<file path="src/rtl/ps2_scan_if.sv">
// ps2_scan_if: scan-code byte input and decoded key-event outputs of ps2_scan_decoder.
interface ps2_scan_if #(
   parameter int CNT_W = 8
);
   logic [7:0] code;
   logic code_valid;
   logic event_valid;
   logic event_break;
   logic [7:0] key_code;
   logic key_ext;
   logic [7:0] ascii;
   logic key_down;
   logic [CNT_W-1:0] press_count;
   modport master (
      output code, code_valid,
      input event_valid, event_break, key_code, key_ext, ascii, key_down, press_count
   );
   modport slave (
      input code, code_valid,
      output event_valid, event_break, key_code, key_ext, ascii, key_down, press_count
   );
endinterface

</file>
<file path="src/rtl/ps2_scan_decoder.sv">
// ps2_scan_decoder: set-2 scan-code bytes to make/break events, held key, ASCII and press count.
// Define SHIFT_TRACK_EN to track L/R shift (12/59) and produce uppercase letters.
module ps2_scan_decoder #(
   parameter int TIMEOUT_CYCLES = 2000000,
   parameter int CNT_W = 8
) (
   input logic clk,
   input logic resetn,
   ps2_scan_if.slave bus
);
   localparam logic [1:0] IDLE = 2'd0, EXT = 2'd1, BRK = 2'd2, EXTBRK = 2'd3;
   logic [1:0] state, nxt;
   logic [31:0] tcnt;
   logic nonkey, take, ext_now, is_brk, fin_make, fin_brk, shift_key, upper, rpt, hit;
   logic [7:0] lc, asc;
   always_comb begin
      nonkey = bus.code inside {8'h00, 8'hAA, 8'hEE, 8'hFA, 8'hFE, 8'hFF};
      take = bus.code_valid && !nonkey;
      ext_now = state == EXT || state == EXTBRK;
      is_brk = state == BRK || state == EXTBRK;
      fin_brk = take && is_brk;
      fin_make = take && !is_brk && bus.code != 8'hE0 && bus.code != 8'hF0;
      nxt = !take ? state : is_brk ? IDLE : bus.code == 8'hF0 ? (ext_now ? EXTBRK : BRK) :
            bus.code == 8'hE0 ? EXT : IDLE;
      hit = {ext_now, bus.code} == {bus.key_ext, bus.key_code};
      rpt = bus.key_down && hit;
      asc = ext_now ? 8'h00 : (upper && lc >= 8'h61 && lc <= 8'h7A) ? lc - 8'h20 : lc;
   end
   always_comb begin
      lc = 8'h00;
      case (bus.code)
         8'h1C: lc = "a"; 8'h32: lc = "b"; 8'h21: lc = "c"; 8'h23: lc = "d";
         8'h24: lc = "e"; 8'h2B: lc = "f"; 8'h34: lc = "g"; 8'h33: lc = "h";
         8'h43: lc = "i"; 8'h3B: lc = "j"; 8'h42: lc = "k"; 8'h4B: lc = "l";
         8'h3A: lc = "m"; 8'h31: lc = "n"; 8'h44: lc = "o"; 8'h4D: lc = "p";
         8'h15: lc = "q"; 8'h2D: lc = "r"; 8'h1B: lc = "s"; 8'h2C: lc = "t";
         8'h3C: lc = "u"; 8'h2A: lc = "v"; 8'h1D: lc = "w"; 8'h22: lc = "x";
         8'h35: lc = "y"; 8'h1A: lc = "z";
         8'h45: lc = "0"; 8'h16: lc = "1"; 8'h1E: lc = "2"; 8'h26: lc = "3";
         8'h25: lc = "4"; 8'h2E: lc = "5"; 8'h36: lc = "6"; 8'h3D: lc = "7";
         8'h3E: lc = "8"; 8'h46: lc = "9";
         8'h29: lc = 8'h20; 8'h5A: lc = 8'h0D;
         default: lc = 8'h00;
      endcase
   end
`ifdef SHIFT_TRACK_EN
   logic shift_l, shift_r;
   assign shift_key = !ext_now && (bus.code == 8'h12 || bus.code == 8'h59);
   assign upper = shift_l | shift_r;
   always_ff @(posedge clk) begin
      if (!resetn) begin
         shift_l <= 1'b0;
         shift_r <= 1'b0;
      end else if ((fin_make || fin_brk) && shift_key) begin
         if (bus.code == 8'h12) shift_l <= fin_make;
         else shift_r <= fin_make;
      end
   end
`else
   assign shift_key = 1'b0;
   assign upper = 1'b0;
`endif
   always_ff @(posedge clk) begin
      if (!resetn) begin
         state <= IDLE;
         tcnt <= '0;
         bus.event_valid <= 1'b0;
         bus.event_break <= 1'b0;
         bus.key_code <= '0;
         bus.key_ext <= 1'b0;
         bus.ascii <= '0;
         bus.key_down <= 1'b0;
         bus.press_count <= '0;
      end else begin
         bus.event_valid <= 1'b0;
         state <= nxt;
         if ((fin_make || fin_brk) && !shift_key) begin
            bus.event_valid <= 1'b1;
            bus.event_break <= fin_brk;
         end
         if (fin_make && !shift_key && !rpt) begin
            bus.key_code <= bus.code;
            bus.key_ext <= ext_now;
            bus.ascii <= asc;
            bus.key_down <= 1'b1;
            bus.press_count <= bus.press_count + {{(CNT_W-1){1'b0}}, 1'b1};
         end
         if (fin_brk && !shift_key && hit) bus.key_down <= 1'b0;
         // an abandoned prefix returns to IDLE silently; code_valid never coincides with it
         if (bus.code_valid || state == IDLE) tcnt <= '0;
         else if (TIMEOUT_CYCLES != 0 && tcnt == 32'(TIMEOUT_CYCLES - 1)) begin
            state <= IDLE;
            tcnt <= '0;
         end else tcnt <= tcnt + 32'd1;
      end
   end
endmodule

</file>
<file path="src/flat_wrapper.sv">
// flat-port wrapper written by rule: the top's interface ports become plain ports
module ps2_scan_decoder_flat 
#(
   parameter int TIMEOUT_CYCLES = 2000000,
   parameter int CNT_W = 8
)
  (clk, resetn, bus_code, bus_code_valid, bus_event_valid, bus_event_break, bus_key_code, bus_key_ext, bus_ascii, bus_key_down, bus_press_count);
  ps2_scan_if #(.CNT_W(CNT_W)) bus_i ();
  input logic clk;
  input logic resetn;
  input wire logic [$bits(bus_i.code)-1:0] bus_code;
  input wire logic [$bits(bus_i.code_valid)-1:0] bus_code_valid;
  output wire logic [$bits(bus_i.event_valid)-1:0] bus_event_valid;
  output wire logic [$bits(bus_i.event_break)-1:0] bus_event_break;
  output wire logic [$bits(bus_i.key_code)-1:0] bus_key_code;
  output wire logic [$bits(bus_i.key_ext)-1:0] bus_key_ext;
  output wire logic [$bits(bus_i.ascii)-1:0] bus_ascii;
  output wire logic [$bits(bus_i.key_down)-1:0] bus_key_down;
  output wire logic [$bits(bus_i.press_count)-1:0] bus_press_count;
  assign bus_i.code = bus_code;
  assign bus_i.code_valid = bus_code_valid;
  assign bus_event_valid = bus_i.event_valid;
  assign bus_event_break = bus_i.event_break;
  assign bus_key_code = bus_i.key_code;
  assign bus_key_ext = bus_i.key_ext;
  assign bus_ascii = bus_i.ascii;
  assign bus_key_down = bus_i.key_down;
  assign bus_press_count = bus_i.press_count;
  ps2_scan_decoder #(.TIMEOUT_CYCLES(TIMEOUT_CYCLES), .CNT_W(CNT_W)) u_core (.clk(clk), .resetn(resetn), .bus(bus_i));
endmodule
</file>
<file path="config.mk">
export PLATFORM = sky130hd
export DESIGN_NAME = ps2_scan_decoder_flat
export DESIGN_NICKNAME = d
export VERILOG_FILES = /design/src/rtl/ps2_scan_if.sv /design/src/rtl/ps2_scan_decoder.sv /design/src/flat_wrapper.sv
export SDC_FILE = /design/constraint.sdc
export NUM_CORES = 1
export LEC_CHECK = 0
export ABC_AREA = 1
export BUFFER_PORTS_ARGS = -buffer_cell sky130_fd_sc_hd__buf_4
export CORE_AREA = 2 2 86 88
export DETAILED_ROUTE_END_ITERATION = 7
export DIE_AREA = 0 0 88 90
export GPL_TIMING_DRIVEN = 0
export PLACE_DENSITY_LB_ADDON = 0.2
export SLEW_MARGIN = 40
export SYNTH_ARGS = -nofsm -noshare
export SYNTH_HDL_FRONTEND = slang
export SYNTH_SLANG_ARGS = --single-unit
</file>
<file path="constraint.sdc">
create_clock -name clk -period 1.9 [get_ports clk]
set_input_delay 0.19 -clock clk [delete_from_list [all_inputs] [get_ports clk]]
set_output_delay 0.19 -clock clk [all_outputs]
set_load 0.01 [all_outputs]
</file>
==> metrics.cfg <==
[run_status]
status=finished clean

[critical_path]
endpoint_kind=register
slowest_delay_ns=0.30
critical_path.cell_chain=buf_4, inv_1, ha_1, nand2_1, nor2_1, nand2_2, nand2_2, nor2_8, nand3_2, nor2_1, nand2_1, clkbuf_4, o21ai_0, nor2_1
cp-start-kind=input port
worst-path-buf-inv=3
critPathArrivalTime_ns=2.04
cp_slowest_cell=ha_1
cp_max_fo=10
cp_common_cell=nor2_1
path_class=input port to register
required_ns=2.13
path_delay_family=simple AND/OR/NAND/NOR gates

[global_routing]
use_met3_pct=5.33
overflow=0
grtUsageMet1_pct=40.8
grtUsageMet2_pct=38.3
grt_pass1_wl_mm=17.0
grt_pass1_vias=3719
grt_max_degree=11
antenna_found_initial=0
busiest_layer=met1
grt_util_all_layers_pct=26.8

[logic_synthesis]
synth.top_cells.by_area=dfxtp_1 30%, nand2_1 15%, nor2_1 7.7%
synth_seq_cells=61
synth_area_leader_cell=dfxtp_1
syn-num-nets=637
ys_types=38
yosysSeqAreaShare_pct=30.2
synth_warnings=0
synth_top_area_share_pct=30.2
avgSynthCellArea_um2=6.56
syn_area_mm2=0.00405
synthCells=617

[cts]
htree_levels=3
clk_latency_ns=0.35
clk_pin_slew_ns=0.07
root_buffer=clkbuf_8
cts_tree=built
cts_buffers=9
cts_max_path_buffers=2
postCtsHoldBufs=0
cts.sinks=61

[die]
chipWidth_um=88
pin_count=39
num_rows=31
design.core.area_mm2=0.00702
die_h_um=90
start_util_pct=57.7
die_area_mm2=0.00792

[final_layout]
drive_above_1_share_pct=18.0
diodes=0
utilization_pct=66.7
syn2layout_area_growth_pct=15.6
fin_nets=683

[detailed_routing]
drt-vias-per-instance=5.42
drc=0
wl_per_cell_um=13.4
vias=4155
antenna_left=0
firstDrtPassIters=5
wl_mm=10.3
drt_iter0_drc=309

[timing]
fin_tns_setup_ns=0
maxSlewHeadroom_pct=57.4
slew_violations=0
finalCriticalPeriod_ns=1.80
hold_viol=0
finalSetupViolations=0
worstMarginPinSlew_ns=0.639
fin_skew_ns=0.00633
clock.fmax_mhz=554
fin_crit_sh_pct=95.0

[placed_design]
dpl.hpwl_mm=7.52
io_buffers=35
globalplace.congestion=0.967

[power]
max-vdd-ir-drop_mv=0.464
p_per_area_mw_per_mm2=653
power_leakage_nw=1.90
power_w=0.00306

[flow_run]
maxCapViolCount=0

[worst_hold_path]
hold_path.class=input port to register

==> cell type report <==
cell class / instances / area [um2]
repair buffers: 35 / 263
clock buffers: 11 / 131
well taps: 99 / 124
inverters: 61 / 229
fillers: 641 / 2340
multi-input cells: 476 / 2490
clock inverters: 4 / 73.8
plain buffers: 19 / 149
flip-flops and latches: 61 / 1220
==> power breakdown <==
part           internal [W]  total, W  leakage [nW]  switching [W]
registers           0.00131   0.00134         0.496      0.0000276
clock network      0.000733   0.00127         0.103       0.000538
logic              0.000171  0.000451          1.30       0.000280
==> path summary, 6_finish.rpt <==
check                                      startpoint                                   to  slack, ns  cells past startpoint
setup / recovery                          bus_code[0]  u_core.bus.key_code[7]$_SDFFE_PN0P_        0.1                     14
hold / removal                                 resetn  u_core.bus.key_code[4]$_SDFFE_PN0P_       0.14                      3
setup reg to reg            u_core.tcnt[0]$_SDFF_PP0_            u_core.tcnt[7]$_SDFF_PP0_       0.12                      7
hold reg to reg   u_core.bus.event_break$_SDFFE_PN0P_  u_core.bus.event_break$_SDFFE_PN0P_       0.46                      2
==> worst register-to-register path, stage by stage (launching register included) <==
cell and delay [ns]:
dfxtp_1 0.38, ha_2 0.24, nand3_2 0.16, nor3_2 0.22, nand2_1 0.12, nand3_1 0.22, clkbuf_4 0.28, nor2_1 0.06
==> timing repair <==
action,4_1_cts,5_1_grt
setup buffers,0,0
setup endpoints to repair,16,43
gates resized for setup,0,14
endpoints found under the hold margin,0,0
pin swaps,0,1
==> cell families (layout without fill, tap and decap cells) <==
kind of cell	Yosys count	count (layout)	share of synthesized area [%]
simple gates	373	373	43.3
other cells	1	1	0.0926
compound gates	70	70	9.58
fa+ha+maj	9	9	2.78
xor+xnor	23	23	4.97
buf+inv	80	130	9.08
flops	61	61	30.2
==> registers in the layout, indices dropped and copies added (netlist names) <==
| register | count |
|---|---|
| u_core.bus.key_code | 8 |
| u_core.state | 2 |
| u_core.bus.key_down | 1 |
| u_core.bus.key_ext | 1 |
| u_core.bus.event_valid | 1 |
| u_core.tcnt | 32 |
| u_core.bus.press_count | 8 |
| u_core.bus.event_break | 1 |
| u_core.bus.ascii | 7 |
==> stage by stage <==
step	cell area, um2	hold WS (ns)	worst slack (ns)	instances
detailed placement	4440	0.454	-0.169	751
finish	4680	0.143	0.0951	766
global route	4680	0.163	-0.00657	766
floorplan	4050	0.326	0.296	617
CTS	4640	0.131	-0.0194	766
global placement	4440	0.438	-0.107	751
==> routing by layer <==
| layer | up-vias | wire (um) |
|---|---|---|
| met5 | - | 0 |
| met4 | 0 | 145 |
| met3 | 17 | 758 |
| met2 | 176 | 4370 |
| met1 | 1878 | 5000 |
| li1 | 2084 | - |
==> cell usage after synthesis (all sizes together) <==
master    n
dfxtp    61
inv      61
nor2     92
o31ai     1
nand4    11
o21ai    25
nor3     24
or2       9
conb      1
nand3    45
a22oi     1
clkbuf    3
xnor2     5
a21oi    40
nor3b     4
buf      16
nor4      6
xor2     18
ha        9
a31oi     1
o211ai    2
nand3b    2
nand2   180
==> placed cells by master, fill, tap and decap left out, types with 3 or more instances in the layout <==
cell / n
xnor2_1: 5
dfxtp_1: 61
nor2_2: 5
nor4_1: 6
buf_6: 6
nor3b_1: 3
or2_2: 7
nand3_2: 5
a21oi_1: 34
nand2_1: 166
clkbuf_8: 9
o21ai_0: 24
clkbuf_1: 5
inv_1: 56
nor3_1: 21
nand2_2: 12
xor2_1: 18
nand3_1: 40
nor2_1: 80
nor2_8: 3
a21oi_2: 6
buf_4: 41
nand4_1: 10
nor2_4: 4
inv_2: 5
ha_1: 8
Power figures use the tool's default switching activity.
